### config.mk
export PLATFORM = sky130hd
export DESIGN_NAME = rgb_button_controller
export DESIGN_NICKNAME = d
export VERILOG_FILES = /design/src/rtl/rgb_button_controller.sv
export SDC_FILE = /design/constraint.sdc
export NUM_CORES = 1
export LEC_CHECK = 0
export ABC_AREA = 1
export CAP_MARGIN = 10
export CORE_MARGIN = 4
export CORE_UTILIZATION = 61
export DETAILED_ROUTE_END_ITERATION = 7
export PLACE_DENSITY = 0.83
export SLEW_MARGIN = 5
export SYNTH_ARGS = -nofsm -noshare
export SYNTH_HDL_FRONTEND = slang
export SYNTH_SLANG_ARGS = --single-unit
### constraint.sdc
create_clock -name clk -period 1.75 [get_ports clk]
set_input_delay 0.175 -clock clk [delete_from_list [all_inputs] [get_ports clk]]
set_output_delay 0.175 -clock clk [all_outputs]
set_load 0.005 [all_outputs]
### src/rtl/rgb_button_controller.sv
// rgb_button_controller: synchronizes and debounces three push-buttons, turns
// presses and held-button auto-repeats into requests, and round-robin arbitrates
// them onto one shared increment path owning the three colour values.
module rgb_button_controller #(
    parameter int unsigned DEBOUNCE_CYCLES = 16,
    parameter int unsigned REPEAT_DELAY    = 64,
    parameter int unsigned REPEAT_RATE     = 16,
    parameter int unsigned VAL_W           = 4
) (
    input  logic             clk,
    input  logic             reset,
    input  logic             btn_red,
    input  logic             btn_green,
    input  logic             btn_blue,
    output logic [VAL_W-1:0] val_red,
    output logic [VAL_W-1:0] val_green,
    output logic [VAL_W-1:0] val_blue,
    output logic [2:0]       inc_pulse,
    output logic [2:0]       btn_state
);

    localparam int unsigned NCH  = 3;
    localparam int unsigned DB_W = $clog2(DEBOUNCE_CYCLES + 1);
    localparam int unsigned RP_W = $clog2(REPEAT_DELAY + 1);

    logic [2:0]       raw;
    logic [2:0]       sync1;
    logic [2:0]       sync2;
    logic [2:0]       state_d;
    logic [2:0]       pending;
    logic [2:0]       press_req;
    logic [2:0]       rep_req;
    logic [2:0]       req;
    logic [2:0]       grant;
    logic [1:0]       rr_ptr;
    logic [1:0]       rr_next;
    logic [DB_W-1:0]  db_cnt [NCH];
    logic [RP_W-1:0]  rp_cnt [NCH];
    logic [VAL_W-1:0] val_q  [NCH];

    assign raw       = {btn_blue, btn_green, btn_red};
    assign val_red   = val_q[0];
    assign val_green = val_q[1];
    assign val_blue  = val_q[2];

    // Two-flop synchronizer per raw button.
    always_ff @(posedge clk or negedge reset) begin
        if (!reset) begin
            sync1 <= '0;
            sync2 <= '0;
        end else begin
            sync1 <= raw;
            sync2 <= sync1;
        end
    end

    // Debounce: accept a level change only after DEBOUNCE_CYCLES consecutive differing samples.
    always_ff @(posedge clk or negedge reset) begin
        if (!reset) begin
            btn_state <= '0;
            state_d   <= '0;
            for (int i = 0; i < NCH; i++) db_cnt[i] <= '0;
        end else begin
            state_d <= btn_state;
            for (int i = 0; i < NCH; i++) begin
                if (sync2[i] != btn_state[i]) begin
                    if (db_cnt[i] == DB_W'(DEBOUNCE_CYCLES - 1)) begin
                        btn_state[i] <= ~btn_state[i];
                        db_cnt[i]    <= '0;
                    end else begin
                        db_cnt[i] <= db_cnt[i] + DB_W'(1);
                    end
                end else begin
                    db_cnt[i] <= '0;
                end
            end
        end
    end

    // Request sources: press on accepted rising edge, repeat when the hold timer expires.
    always_comb begin
        press_req = btn_state & ~state_d;
        rep_req   = '0;
        for (int i = 0; i < NCH; i++) begin
            rep_req[i] = btn_state[i] && (rp_cnt[i] == RP_W'(REPEAT_DELAY - 1));
        end
        req = press_req | rep_req;
    end

    // Hold timer: counts from acceptance, reloads so later repeats are REPEAT_RATE apart.
    always_ff @(posedge clk or negedge reset) begin
        if (!reset) begin
            for (int i = 0; i < NCH; i++) rp_cnt[i] <= '0;
        end else begin
            for (int i = 0; i < NCH; i++) begin
                if (!btn_state[i]) begin
                    rp_cnt[i] <= '0;
                end else if (rep_req[i]) begin
                    rp_cnt[i] <= RP_W'(REPEAT_DELAY - REPEAT_RATE);
                end else begin
                    rp_cnt[i] <= rp_cnt[i] + RP_W'(1);
                end
            end
        end
    end

    // Round-robin pick: first pending channel at or after the pointer.
    always_comb begin
        grant = '0;
        case (rr_ptr)
            2'd0: begin
                if      (pending[0]) grant = 3'b001;
                else if (pending[1]) grant = 3'b010;
                else if (pending[2]) grant = 3'b100;
            end
            2'd1: begin
                if      (pending[1]) grant = 3'b010;
                else if (pending[2]) grant = 3'b100;
                else if (pending[0]) grant = 3'b001;
            end
            default: begin
                if      (pending[2]) grant = 3'b100;
                else if (pending[0]) grant = 3'b001;
                else if (pending[1]) grant = 3'b010;
            end
        endcase
        rr_next = rr_ptr;
        if (grant[0]) rr_next = 2'd1;
        if (grant[1]) rr_next = 2'd2;
        if (grant[2]) rr_next = 2'd0;
    end

    // Shared increment path; a new request on the granted channel overrides its clear.
    always_ff @(posedge clk or negedge reset) begin
        if (!reset) begin
            pending   <= '0;
            inc_pulse <= '0;
            rr_ptr    <= 2'd0;
            for (int i = 0; i < NCH; i++) val_q[i] <= '0;
        end else begin
            pending   <= (pending & ~grant) | req;
            inc_pulse <= grant;
            rr_ptr    <= rr_next;
            for (int i = 0; i < NCH; i++) begin
                if (grant[i]) val_q[i] <= val_q[i] + VAL_W'(1);
            end
        end
    end

endmodule

Word-level counts from Yosys, hierarchy flattened
Index checks and enable logic that the tools add are counted.
Widths: inputs -> output; s select.
Word-level totals
  input port bits: 5
  logic and storage cells: 79
  register bits after elaboration: 68
  output and inout port bits: 18
Operators by class
  bitwise operators: 9
  add/subtract/negate cells: 9
  equal/unequal tests: 10
  mux-type cells: 25
  reduce and logical (&&, ||, !) cells: 8
Operators with widths (count)
  $mux 7: 6
  $mux 5: 6
  $add 7x1->7 const B: 3
  $eq 7x6->1 const B: 3
  $mux 3: 6
  $add 5x1->5 const B: 3
  $eq 5x4->1 const B: 3
  $add 4x1->4 const B: 3
  $mux 2: 5
  $and 3x3->3: 2
  $not 3->3: 2
  $or 3x3->3: 2
  $pmux 3 s2: 1
  $reduce_and 2->1: 3
  $logic_and 1x1->1: 3
  $ne 1x1->1: 3
  $not 1->1: 3
  $reduce_bool 3->1: 1
  $eq 2x1->1 const B: 1
  $logic_not 2->1: 1
  $mux 1: 1

Longest topological paths before layout
  depth in word-level cells: 7
  depth in mapped cells: 7
  depth with buffers taken out: 7

Worst setup path before layout
Ideal clock, no wire load.
  kind: register to register
  start: reg rp_cnt[0] in the netlist's numbering
  end: reg rp_cnt[4] in the netlist's numbering
  path buffers: 0
  period minus slack after synthesis: 1123 ps
  required time: 1632 ps
  library setup time: 118 ps
  arrival: 1005 ps
  cell stages (with the launch flop): 5
  slack: 627 ps
  path through: dfrtp_1 ha_1 a31o_2 nand3_1 nand2_1
Between the ends
  cells in the longest elaborated chain, start to end: 4
  elaborated cells on any way between the ends: 5
  those cells by class: 1 x add/sub; 1 x eq/ne; 2 x mux; 1 x reduce/logical
RTL lines
  from (decl): RTL line 38  | logic [RP_W-1:0] rp_cnt [NCH];
  from (signal, indexed assignment): RTL line 99  | rp_cnt[i] <= RP_W'(REPEAT_DELAY - REPEAT_RATE);
  from (signal, indexed assignment): RTL line 101  | rp_cnt[i] <= rp_cnt[i] + RP_W'(1);
  parallel branches: the longest is 2 deep, another holds $add 7x1->7
  $mux 7 (*): RTL line 98  | end else if (rep_req[i]) begin
  $mux 7 (*): RTL line 96  | if (!btn_state[i]) begin
Every way passes the cells marked *.
A chain may end at the register's enable or synchronous reset.

Final worst setup path
  start: reg btn_state[0]
  end: out btn_state[0]
RTL lines
  from (decl): RTL line 19  | output logic [2:0] btn_state
  from (signal, indexed assignment): RTL line 68  | btn_state[i] <= ~btn_state[i];
No word-level cell between the ends.

==> impl_metrics.xml <==
<?xml version="1.0" encoding="UTF-8"?>
<metrics>
  <group name="setup_path">
    <metric name="cp_peak_stage_delay" unit="ns">0.56</metric>
    <metric name="cp_max_fo" unit="">9</metric>
    <metric name="timing.reg2reg.worst_path_depth" unit="">7</metric>
    <metric name="timing.critical_path.depth" unit="">1</metric>
    <metric name="slowest_stage" unit="">sky130_fd_sc_hd__clkdlybuf4s50_1</metric>
    <metric name="critical_path.top_delay_family" unit="">buffers and inverters</metric>
    <metric name="worst_ep_required_time" unit="ns">1.57</metric>
    <metric name="regToRegSetupSlack" unit="ns">0.47</metric>
    <metric name="timing.setup.critical_path_class" unit="">reg -&gt; out</metric>
    <metric name="critPathLaunchType" unit="">flip-flop</metric>
    <metric name="worst-endpoint-arrival" unit="ns">1.40</metric>
    <metric name="critPathCaptureType" unit="">output pin</metric>
    <metric name="crit_buf_inv" unit="">1</metric>
    <metric name="worstPathCellList" unit="">clkdlybuf4s50_1</metric>
  </group>
  <group name="logic_synthesis">
    <metric name="synth_area" unit="sq um">2870</metric>
    <metric name="synth_flop_cell" unit="">sky130_fd_sc_hd__dfrtp_1</metric>
    <metric name="synth-edff-count" unit="">0</metric>
    <metric name="ys_ff_latch" unit="">68</metric>
    <metric name="ys_async_sr_fraction" unit="%">100</metric>
    <metric name="synth_fp_nets" unit="">303</metric>
    <metric name="synthesis.area_per_instance" unit="sq um">9.93</metric>
    <metric name="synth_cells" unit="">289</metric>
    <metric name="ys_types" unit="">28</metric>
    <metric name="synth-seq-area-share" unit="%">59.3</metric>
    <metric name="ys.warnings.count" unit="">0</metric>
  </group>
  <group name="power_and_ir_drop">
    <metric name="worst_ir_drop_vdd" unit="V">0.000584</metric>
    <metric name="power.density" unit="nW/um^2">984</metric>
    <metric name="p_leak" unit="nW">1.57</metric>
  </group>
  <group name="timing">
    <metric name="timing_hold_violations_final" unit="">0</metric>
    <metric name="final_period_minus_worst_setup_slack" unit="ns">1.57</metric>
    <metric name="drv_slew" unit="">0</metric>
    <metric name="setup_total_negative_slack" unit="ns">0</metric>
    <metric name="fmax" unit="MHz">636</metric>
    <metric name="rsz0062_at_grt" unit="">false</metric>
    <metric name="worst_slew_pin_slew" unit="ns">0.343</metric>
    <metric name="finalClockSkew" unit="ns">0.00759</metric>
    <metric name="worst_slew_margin_rel" unit="%">77.1</metric>
    <metric name="period_share" unit="%">89.8</metric>
    <metric name="setup_viol" unit="">0</metric>
  </group>
  <group name="floorplan">
    <metric name="dieArea" unit="sq um">5870</metric>
    <metric name="die_h" unit="um">76.6</metric>
    <metric name="die-width" unit="um">76.6</metric>
    <metric name="core-area" unit="sq um">4440</metric>
    <metric name="placement_rows" unit="">24</metric>
    <metric name="start_util" unit="%">64.6</metric>
    <metric name="io_pins" unit="">23</metric>
  </group>
  <group name="route">
    <metric name="drt-vias-per-instance" unit="">5.25</metric>
    <metric name="drtPass1Iterations" unit="">4</metric>
    <metric name="drt_iter0_markers" unit="">146</metric>
    <metric name="antenna_violating_nets_left" unit="">0</metric>
    <metric name="finalWirelength" unit="um">4810</metric>
    <metric name="drt_drc_violations_left" unit="">0</metric>
    <metric name="num_vias" unit="">1983</metric>
    <metric name="route.detailed.wl_per_inst" unit="um">12.7</metric>
  </group>
  <group name="clocking">
    <metric name="insertion_delay_to_the_later_sink_of_the_worst_skew_pair" unit="ns">0.33</metric>
    <metric name="clock_sinks" unit="">68</metric>
    <metric name="cts-root-to-sink-buffers" unit="">2</metric>
    <metric name="clk_root_buffer_cell" unit="">sky130_fd_sc_hd__clkbuf_8</metric>
    <metric name="cts_tree" unit="">done</metric>
    <metric name="cts_buffers" unit="">9</metric>
    <metric name="post-cts-setup-buffers" unit="">0</metric>
    <metric name="clk_pin_slew" unit="ns">0.07</metric>
    <metric name="cts.htree.levels" unit="">3</metric>
  </group>
  <group name="finish">
    <metric name="final_core_utilization" unit="%">75.9</metric>
    <metric name="antenna-diode-count" unit="">0</metric>
    <metric name="nets" unit="">336</metric>
    <metric name="drive_above_1_share" unit="%">10.4</metric>
    <metric name="area_delta_synth_final" unit="%">17.5</metric>
    <metric name="stdcell_count" unit="">378</metric>
  </group>
  <group name="global_route">
    <metric name="antenna_found_initial" unit="">0</metric>
    <metric name="first_pass_grt_wire_length" unit="um">8450</metric>
    <metric name="globalRoute.totalOverflow" unit="">0</metric>
    <metric name="first_global_vias" unit="">1864</metric>
    <metric name="grt_start_max_net_pins" unit="">69</metric>
    <metric name="groute.usage.overall" unit="%">18.2</metric>
  </group>
  <group name="place">
    <metric name="buffer_ports.inserted" unit="">22</metric>
    <metric name="gp_congestion" unit="">0.820</metric>
    <metric name="detailed_place_hpwl" unit="um">3170</metric>
    <metric name="dpl.cell_count" unit="">362</metric>
  </group>
  <group name="run">
    <metric name="cap_viol_max_count" unit="">0</metric>
  </group>
  <group name="outcome">
    <metric name="status" unit="">complete, no violations</metric>
  </group>
  <group name="hold_path">
    <metric name="min_path_type" unit="">in -&gt; reg</metric>
    <metric name="hold-path-cell-count" unit="">1</metric>
  </group>
</metrics>
==> cell families (layout without fill, tap and decap cells) <==
logic type,after synthesis,in the layout,share of synthesized area (%)
AOI/OAI and AO/OA,19,19,4.10
xor gates and xnor gates,20,20,6.10
adders and majority gates,9,9,3.92
buffers and inverters,32,69,4.27
DFF,68,68,59.3
and+or+nand+nor,141,141,22.3
==> worst register-to-register path, cell delays in order, from the launching register on <==
cell	delay, ns
sky130_fd_sc_hd__dfrtp_1	0.40
sky130_fd_sc_hd__ha_1	0.19
sky130_fd_sc_hd__nand2_1	0.09
sky130_fd_sc_hd__nor2_2	0.15
sky130_fd_sc_hd__nand3_1	0.17
sky130_fd_sc_hd__nand3_1	0.12
sky130_fd_sc_hd__nand2_1	0.05
sky130_fd_sc_hd__inv_1	0.05
==> synthesized netlist by cell type, types with 3 or more instances <==
library cell               instances  area (sq um)
sky130_fd_sc_hd__dfrtp_1          68          1700
sky130_fd_sc_hd__inv_2             5          18.8
sky130_fd_sc_hd__o21ai_1           6          30.0
sky130_fd_sc_hd__inv_1            25          93.8
sky130_fd_sc_hd__nor3_1            3          15.0
sky130_fd_sc_hd__nor3b_1           3          22.5
sky130_fd_sc_hd__a21oi_1           5          25.0
sky130_fd_sc_hd__o21ai_0           3          15.0
sky130_fd_sc_hd__ha_1              9           113
sky130_fd_sc_hd__xnor2_1          12           105
sky130_fd_sc_hd__nor2_1           39           146
sky130_fd_sc_hd__nand2_1          59           221
sky130_fd_sc_hd__nand2b_1          3          18.8
sky130_fd_sc_hd__nand3_2           3          30.0
sky130_fd_sc_hd__xor2_1            8          70.1
sky130_fd_sc_hd__nand3_1          20           100
==> metal layers <==
metal	vias to the layer above	global-route usage, %	wire [um]
met1	945	23.1	2140
met3	6	5.44	252
met2	49	30.0	2350
met4	0	5.98	63
met5	-	0	0
li1	983	-	-
==> power breakdown <==
group          total, W  leakage [nW]  internal [W]  switching, W
sequential      0.00173         0.924       0.00165     0.0000787
clock           0.00131         0.103      0.000769      0.000537
combinational  0.000279         0.548      0.000146      0.000133
total           0.00332          1.57       0.00257      0.000749
==> worst paths after layout <==
| check | to | startpoint |
|---|---|---|
| worst max-delay path | btn_state[0] | btn_state[0] |
| worst min-delay path | sync1[2] | btn_blue |
| worst max register to register | rp_cnt[12] | rp_cnt[7] |
| worst min register to register | sync2[0] | sync1[0] |
| max in group asynchronous | rp_cnt[12] | reset |
| min in group asynchronous | rp_cnt[14] | reset |
==> area by class of cell <==
class                   instances  area (sq um)
well taps                      52          65.1
inverters                      30           113
repair buffers                 24           245
multi-input cells             189          1050
clock buffers                  14           173
clock inverters                 1          30.0
flip-flops and latches         68          1700
fillers                       301          1070
==> per-stage QoR <==
step	total power (W)	instance area (sq um)	hold WS [ns]	setup slack (ns)
floorplan	0.00187	2870	-0.121	0.627
global placement	0.00202	3160	0.216	0.535
detailed placement	0.00204	3160	0.221	0.478
CTS	0.00334	3370	0.274	0.171
global route	0.00346	3370	0.275	0.104
finish	0.00332	3370	0.283	0.178
==> cell usage in the layout (no fill, tap or decap), types with 2 or more instances in the layout <==
master                            instances
sky130_fd_sc_hd__nor2_2                   2
sky130_fd_sc_hd__xnor2_1                 12
sky130_fd_sc_hd__a21oi_1                  5
sky130_fd_sc_hd__nand3_2                  3
sky130_fd_sc_hd__o21ai_0                  3
sky130_fd_sc_hd__or2_2                    2
sky130_fd_sc_hd__a31o_2                   2
sky130_fd_sc_hd__nor3b_1                  3
sky130_fd_sc_hd__o21ai_1                  6
sky130_fd_sc_hd__nor3_1                   3
sky130_fd_sc_hd__dfrtp_1                 68
sky130_fd_sc_hd__inv_2                    5
sky130_fd_sc_hd__nand3_1                 20
sky130_fd_sc_hd__ha_1                     9
sky130_fd_sc_hd__xor2_1                   8
sky130_fd_sc_hd__clkbuf_8                12
sky130_fd_sc_hd__nand2_1                 59
sky130_fd_sc_hd__clkdlybuf4s50_1         21
sky130_fd_sc_hd__clkbuf_1                 2
sky130_fd_sc_hd__inv_1                   25
sky130_fd_sc_hd__nor2_1                  39
sky130_fd_sc_hd__nand4_1                  2
sky130_fd_sc_hd__nand2b_1                 3
sky130_fd_sc_hd__nand2_2                  2
==> flip-flops by register name, summed over array words and instances, names as in the netlist <==
register / cells
sync2: 3
btn_state: 3
val_red: 4
rp_cnt: 21
sync1: 3
rr_ptr: 2
val_blue: 4
val_green: 4
pending: 3
inc_pulse: 3
state_d: 3
db_cnt: 15
==> what timing repair did <==
item / CTS / global route
endpoints found under the hold margin: 68 / 0
resized for setup: 0 / 0
hold buffers: 1 / 0
Power figures use the tool's default switching activity.
